<file path="src/rtl/alu_muldiv.sv">
// alu_muldiv: MIPS execute-stage ALU with iterative unsigned multiply/divide.
//   Single-cycle ops write a registered result in the accept cycle. mult and
//   div (nonzero divisor) iterate one bit per clock for WIDTH clocks.
// Ports:
//   clk, rst            clock, synchronous active-high reset
//   in_valid/in_ready   issue handshake; accept = in_valid && in_ready
//   aluop, in1, in2     opcode and operands, captured on accept
//   out, hi             result / LO-quotient, HI-remainder
//   zeroflag            in1 == in2 for the operation producing the result
//   divzero             div issued with in2 == 0
//   out_valid           one-cycle pulse marking a new result
module alu_muldiv #(
    parameter int WIDTH = 32,
    parameter int SHW   = $clog2(WIDTH)
) (
    input  logic             clk,
    input  logic             rst,
    input  logic             in_valid,
    output logic             in_ready,
    input  logic [3:0]       aluop,
    input  logic [WIDTH-1:0] in1,
    input  logic [WIDTH-1:0] in2,
    output logic [WIDTH-1:0] out,
    output logic [WIDTH-1:0] hi,
    output logic             zeroflag,
    output logic             divzero,
    output logic             out_valid
);

    localparam int CW = $clog2(WIDTH) + 1;

    typedef enum logic {S_IDLE, S_RUN} state_t;

    state_t           state_q, state_d;
    logic [CW-1:0]    cnt_q, cnt_d;
    logic [WIDTH-1:0] acc_hi_q, acc_hi_d;   // partial product high / remainder
    logic [WIDTH-1:0] acc_lo_q, acc_lo_d;   // multiplier / dividend->quotient
    logic [WIDTH-1:0] opnd_q, opnd_d;       // multiplicand or divisor
    logic             is_div_q, is_div_d;
    logic             eq_q, eq_d;           // zeroflag held until result write
    logic [WIDTH-1:0] out_q, out_d;
    logic [WIDTH-1:0] hi_q, hi_d;
    logic             zf_q, zf_d;
    logic             dz_q, dz_d;
    logic             ov_q, ov_d;

    logic             accept;
    logic             slow_op;
    logic [SHW-1:0]   shamt;
    logic [WIDTH-1:0] alu_lo, alu_hi;
    logic             alu_dz;
    logic [WIDTH:0]   mul_sum, div_rs, div_diff;
    logic [WIDTH-1:0] step_hi, step_lo;

    assign in_ready  = (state_q == S_IDLE) && !rst;
    assign accept    = in_valid && in_ready;
    assign slow_op   = (aluop == 4'd11) || (aluop == 4'd12 && in2 != '0);
    assign shamt     = in2[SHW-1:0];

    assign out       = out_q;
    assign hi        = hi_q;
    assign zeroflag  = zf_q;
    assign divzero   = dz_q;
    assign out_valid = ov_q;

    // Single-cycle datapath; mult/div entries are unused (handled iteratively)
    // except the divide-by-zero shortcut.
    always_comb begin
        alu_lo = '0;
        alu_hi = '0;
        alu_dz = 1'b0;
        case (aluop)
            4'd0:  alu_lo = in1 + in2;
            4'd1:  alu_lo = in1 - in2;
            4'd2:  alu_lo = in1 & in2;
            4'd3:  alu_lo = in1 | in2;
            4'd4:  alu_lo = in1 ^ in2;
            4'd5:  alu_lo = ~(in1 | in2);
            4'd6:  alu_lo = in1 << shamt;
            4'd7:  alu_lo = in1 >> shamt;
            4'd8:  alu_lo = WIDTH'($signed(in1) >>> shamt);
            4'd9:  alu_lo = WIDTH'($signed(in1) < $signed(in2));
            4'd10: alu_lo = WIDTH'(in1 < in2);
            4'd12: begin
                alu_lo = '1;
                alu_hi = in1;
                alu_dz = 1'b1;
            end
            default: alu_lo = '0;
        endcase
    end

    // One iteration. mult: shift-add on {acc_hi, acc_lo}, product shifts in
    // from the top while the multiplier drains from the bottom. div: restoring,
    // remainder in acc_hi, quotient bits shift into acc_lo as dividend leaves.
    always_comb begin
        mul_sum  = {1'b0, acc_hi_q} + (acc_lo_q[0] ? {1'b0, opnd_q} : '0);
        div_rs   = {acc_hi_q, acc_lo_q[WIDTH-1]};
        div_diff = div_rs - {1'b0, opnd_q};
        if (is_div_q) begin
            // A borrow out of the top bit means the trial subtract failed.
            if (!div_diff[WIDTH]) begin
                step_hi = div_diff[WIDTH-1:0];
                step_lo = {acc_lo_q[WIDTH-2:0], 1'b1};
            end else begin
                step_hi = div_rs[WIDTH-1:0];
                step_lo = {acc_lo_q[WIDTH-2:0], 1'b0};
            end
        end else begin
            step_hi = mul_sum[WIDTH:1];
            step_lo = {mul_sum[0], acc_lo_q[WIDTH-1:1]};
        end
    end

    always_comb begin
        state_d  = state_q;
        cnt_d    = cnt_q;
        acc_hi_d = acc_hi_q;
        acc_lo_d = acc_lo_q;
        opnd_d   = opnd_q;
        is_div_d = is_div_q;
        eq_d     = eq_q;
        out_d    = out_q;
        hi_d     = hi_q;
        zf_d     = zf_q;
        dz_d     = dz_q;
        ov_d     = 1'b0;
        case (state_q)
            S_IDLE: begin
                if (accept) begin
                    if (slow_op) begin
                        state_d  = S_RUN;
                        cnt_d    = CW'(WIDTH);
                        is_div_d = (aluop == 4'd12);
                        eq_d     = (in1 == in2);
                        acc_hi_d = '0;
                        acc_lo_d = (aluop == 4'd12) ? in1 : in2;
                        opnd_d   = (aluop == 4'd12) ? in2 : in1;
                    end else begin
                        out_d = alu_lo;
                        hi_d  = alu_hi;
                        zf_d  = (in1 == in2);
                        dz_d  = alu_dz;
                        ov_d  = 1'b1;
                    end
                end
            end
            S_RUN: begin
                cnt_d    = cnt_q - CW'(1);
                acc_hi_d = step_hi;
                acc_lo_d = step_lo;
                if (cnt_q == CW'(1)) begin
                    state_d = S_IDLE;
                    out_d   = step_lo;
                    hi_d    = step_hi;
                    zf_d    = eq_q;
                    dz_d    = 1'b0;
                    ov_d    = 1'b1;
                end
            end
            default: state_d = S_IDLE;
        endcase
    end

    always_ff @(posedge clk) begin
        if (rst) begin
            state_q  <= S_IDLE;
            cnt_q    <= '0;
            acc_hi_q <= '0;
            acc_lo_q <= '0;
            opnd_q   <= '0;
            is_div_q <= 1'b0;
            eq_q     <= 1'b0;
            out_q    <= '0;
            hi_q     <= '0;
            zf_q     <= 1'b0;
            dz_q     <= 1'b0;
            ov_q     <= 1'b0;
        end else begin
            state_q  <= state_d;
            cnt_q    <= cnt_d;
            acc_hi_q <= acc_hi_d;
            acc_lo_q <= acc_lo_d;
            opnd_q   <= opnd_d;
            is_div_q <= is_div_d;
            eq_q     <= eq_d;
            out_q    <= out_d;
            hi_q     <= hi_d;
            zf_q     <= zf_d;
            dz_q     <= dz_d;
            ov_q     <= ov_d;
        end
    end

endmodule
</file>
<file path="config.mk">
export PLATFORM = sky130hd
export DESIGN_NAME = alu_muldiv
export DESIGN_NICKNAME = d
export VERILOG_FILES = /design/src/rtl/alu_muldiv.sv
export SDC_FILE = /design/constraint.sdc
export NUM_CORES = 1
export LEC_CHECK = 0
export ABC_AREA = 0
export BUFFER_PORTS_ARGS = -buffer_cell sky130_fd_sc_hd__buf_2
export CORE_MARGIN = 2
export CORE_UTILIZATION = 31
export DETAILED_ROUTE_END_ITERATION = 10
export SYNTH_ARGS = -nofsm -noshare
export SYNTH_HDL_FRONTEND = slang
export SYNTH_SLANG_ARGS = --single-unit
</file>
<file path="constraint.sdc">
create_clock -name clk -period 5 [get_ports clk]
set_clock_uncertainty 0.2 [all_clocks]
set_input_delay 1.25 -clock clk [delete_from_list [all_inputs] [get_ports clk]]
set_output_delay 1.25 -clock clk [all_outputs]
set_load 0.05 [all_outputs]
</file>
==> impl_metrics.tcl <==
set metrics [dict create \
    run_status "finished, final reports clean" \
    clk_pin_slew_ns 0.08 \
    port_buffers 138 \
    cts_resized 0 \
    nets 3289 \
    rows 94 \
    finalWorstSetupSlack_ns 0.444 \
    cts_buffer_depth 2 \
    preCtsSetupSlack_ns 0.202 \
    finalSetupTns_ns 0 \
    synth_warnings 0 \
    synthDistinctLibCells 81 \
    start_kind "flip-flop" \
    cts_setup_buffers 0 \
    synth_edf_count 0 \
    fmaxAchievable_mhz 219 \
    first_pass_iters 6 \
    ios 139 \
    layout_common_cells "342 x nand2_1, 329 x a21oi_1, 303 x nor2_1" \
    syn-num-nets 3171 \
    seq_area_frac_synth 0.165 \
    drc_errors 0 \
    cts_num_sinks 172 \
    fin_crit_sh 0.911 \
    die_w_um 263 \
    wire_per_inst_um 26.5 \
    syn_avg_cell_area_sq_um 7.11 \
    setup_viol 0 \
    slowest_stage "fa_1" \
    crit_arrival_ns 4.72 \
    cap_violations 0 \
    maxSlewViolCount 0 \
    worst_pin_slew_ns 1.19 \
    wirelength_um 104000 \
    root_buffer "clkbuf_16" \
    final_common_cell "nand2_1" \
    drt_iter0_drc 2974 \
    syn_area_sq_mm 0.0208 \
    synth-async-reset-ratio 0 \
    clkLatencyLatePin_ns 0.51 \
    p_leak_nw 9.81 \
    hold_buffers 0 \
    slew_headroom 0.205 \
    ys_ff_latch 172 \
    cts_buffers 17 \
    grt_max_degree 81 \
    cts_tree "built" \
    cts_max_level 4 \
    antenna_found_initial 2 \
    cp_max_fo 38 \
    hp-class "flip-flop to flip-flop" \
    end_kind "flip-flop" \
    grt_pass1_wl_um 151000 \
    path_cells "inv_1, ha_1, inv_1, fa_1, a211oi_1, o211ai_1, and4_1, o211ai_2, o21ai_2, a211o_1, nor2_4, buf_12, mux2_2, a22oi_1, a211oi_1" \
    die_area_sq_mm 0.0692 \
    crit_required_ns 5.16 \
    start_util 0.315 \
    criticalPathCategory "flip-flop to flip-flop" \
    hpwl_um 79900 \
    syn2layout_area_growth_pct 14.7 \
    synth-main-ff-cell "dfxtp_1" \
    hold_viol_final 0 \
    grtUsageTotal 0.290 \
    vias 24124 \
    viasPerCell 6.15 \
    critPathMaxStageDelay_ns 0.44 \
    core_sq_mm 0.0661 \
    grt_overflow_total 0 \
    synth_cells 2926 \
    peakVddDrop_uv 297 \
    rsz0062_at_grt "no" \
    p_per_area_mw_per_mm2 204 \
    grt_pass1_vias 22629 \
    final_antenna_net_count 0 \
    die_h_um 263 \
    post-route-min-period_ns 4.56 \
    drive_gt1_frac 0.164 \
    finalWeightedCongestion 1.08 \
]
cell usage after synthesis (25+ instances only):
| cell type | n | area, sq um |
|---|---|---|
| a21oi_1 | 329 | 1650 |
| a311oi_1 | 58 | 508 |
| nor3_1 | 70 | 350 |
| a21o_1 | 54 | 405 |
| a221oi_1 | 26 | 228 |
| a211oi_1 | 77 | 578 |
| dfxtp_1 | 172 | 3440 |
| inv_1 | 152 | 571 |
| a22oi_1 | 25 | 188 |
| nand2_1 | 342 | 1280 |
| ha_1 | 170 | 2130 |
| mux4_2 | 39 | 878 |
| xnor2_1 | 42 | 368 |
| nand3_1 | 44 | 220 |
| o211ai_1 | 80 | 601 |
| o21ai_0 | 159 | 796 |
| a31oi_1 | 30 | 188 |
| mux2i_1 | 57 | 571 |
| mux2_2 | 58 | 653 |
| nor2_1 | 305 | 1140 |
| and2_1 | 40 | 250 |
| clkbuf_1 | 187 | 702 |
power by group:
| group | switching, W | leakage, nW | internal [W] |
|---|---|---|---|
| registers | 0.0000407 | 1.40 | 0.00142 |
| clock network | 0.000714 | 0.260 | 0.000662 |
| logic | 0.00134 | 8.15 | 0.000699 |
| total | 0.00209 | 9.81 | 0.00278 |
cell type report:
type	instances	area (sq um)
diodes	2	5.00
well taps	864	1080
fillers	7133	42200
clock inverters	12	109
inverters	154	578
flip-flops and latches	172	3450
repair buffers	332	2280
clock buffers	20	447
multi-input cells	2367	15900
state kept, by name, indices dropped and copies added (netlist names):
signal,flops
acc_hi_q,32
acc_lo_q,32
hi,32
opnd_q,32
out,32
cnt_q,6
divzero,1
eq_q,1
is_div_q,1
out_valid,1
state_q,1
zeroflag,1
per-stage QoR:
stage / power, W / hold WS (ns) / area (sq um) / std cells / util
finish: 0.00487 / 0.282 / 23900 / 3923 / 0.361
global route: 0.00504 / 0.316 / 23900 / 3923 / 0.361
CTS: 0.00483 / 0.283 / 23900 / 3921 / 0.361
detailed placement: 0.00346 / 0.263 / 23300 / 3889 / 0.353
global placement: 0.00347 / 0.265 / 23300 / 3889 / 0.353
floorplan: 0.00271 / 0.243 / 20800 / 2926 / -
kinds of logic (layout without fill, tap and decap cells):
kind of cell,Yosys count,after routing,share of synthesized area
AND/OR/NAND/NOR,935,935,0.199
XOR/XNOR,64,64,0.0269
flip-flops,172,172,0.165
multiplexers,154,154,0.101
other,0,2,0
buffers and inverters,387,518,0.0729
adder cells (fa/ha/maj),175,175,0.107
AO/OA/AOI/OAI,1039,1039,0.329
critical path: cells and delay by family (launching register included):
family	cells	cell delay, ns
AOI/OAI and AO/OA	7	1.90
adders and majority gates	2	0.69
buffers and inverters	3	0.52
and+or+nand+nor	2	0.36
muxes	1	0.36
DFF	1	0.32
metal layers:
metal | vias up | routed length, um | share of wire | GRT usage
li1 | 10989 | - | - | -
met1 | 11519 | 42900 | 0.41 | 0.376
met2 | 1351 | 45400 | 0.44 | 0.449
met3 | 265 | 9690 | 0.093 | 0.0615
met4 | 0 | 6090 | 0.059 | 0.155
met5 | - | 0 | 0 | 0
worst paths after layout:
path / start / to / slack (ns) / cells past startpoint
setup / recovery: acc_lo_q[31] / hi[9] / 0.44 / 15
hold / removal: cnt_q[5] / cnt_q[5] / 0.28 / 1
setup reg to reg: acc_lo_q[31] / hi[9] / 0.44 / 15
hold reg to reg: cnt_q[5] / cnt_q[5] / 0.28 / 1
Note: power is estimated with default switching activity, not from simulation.
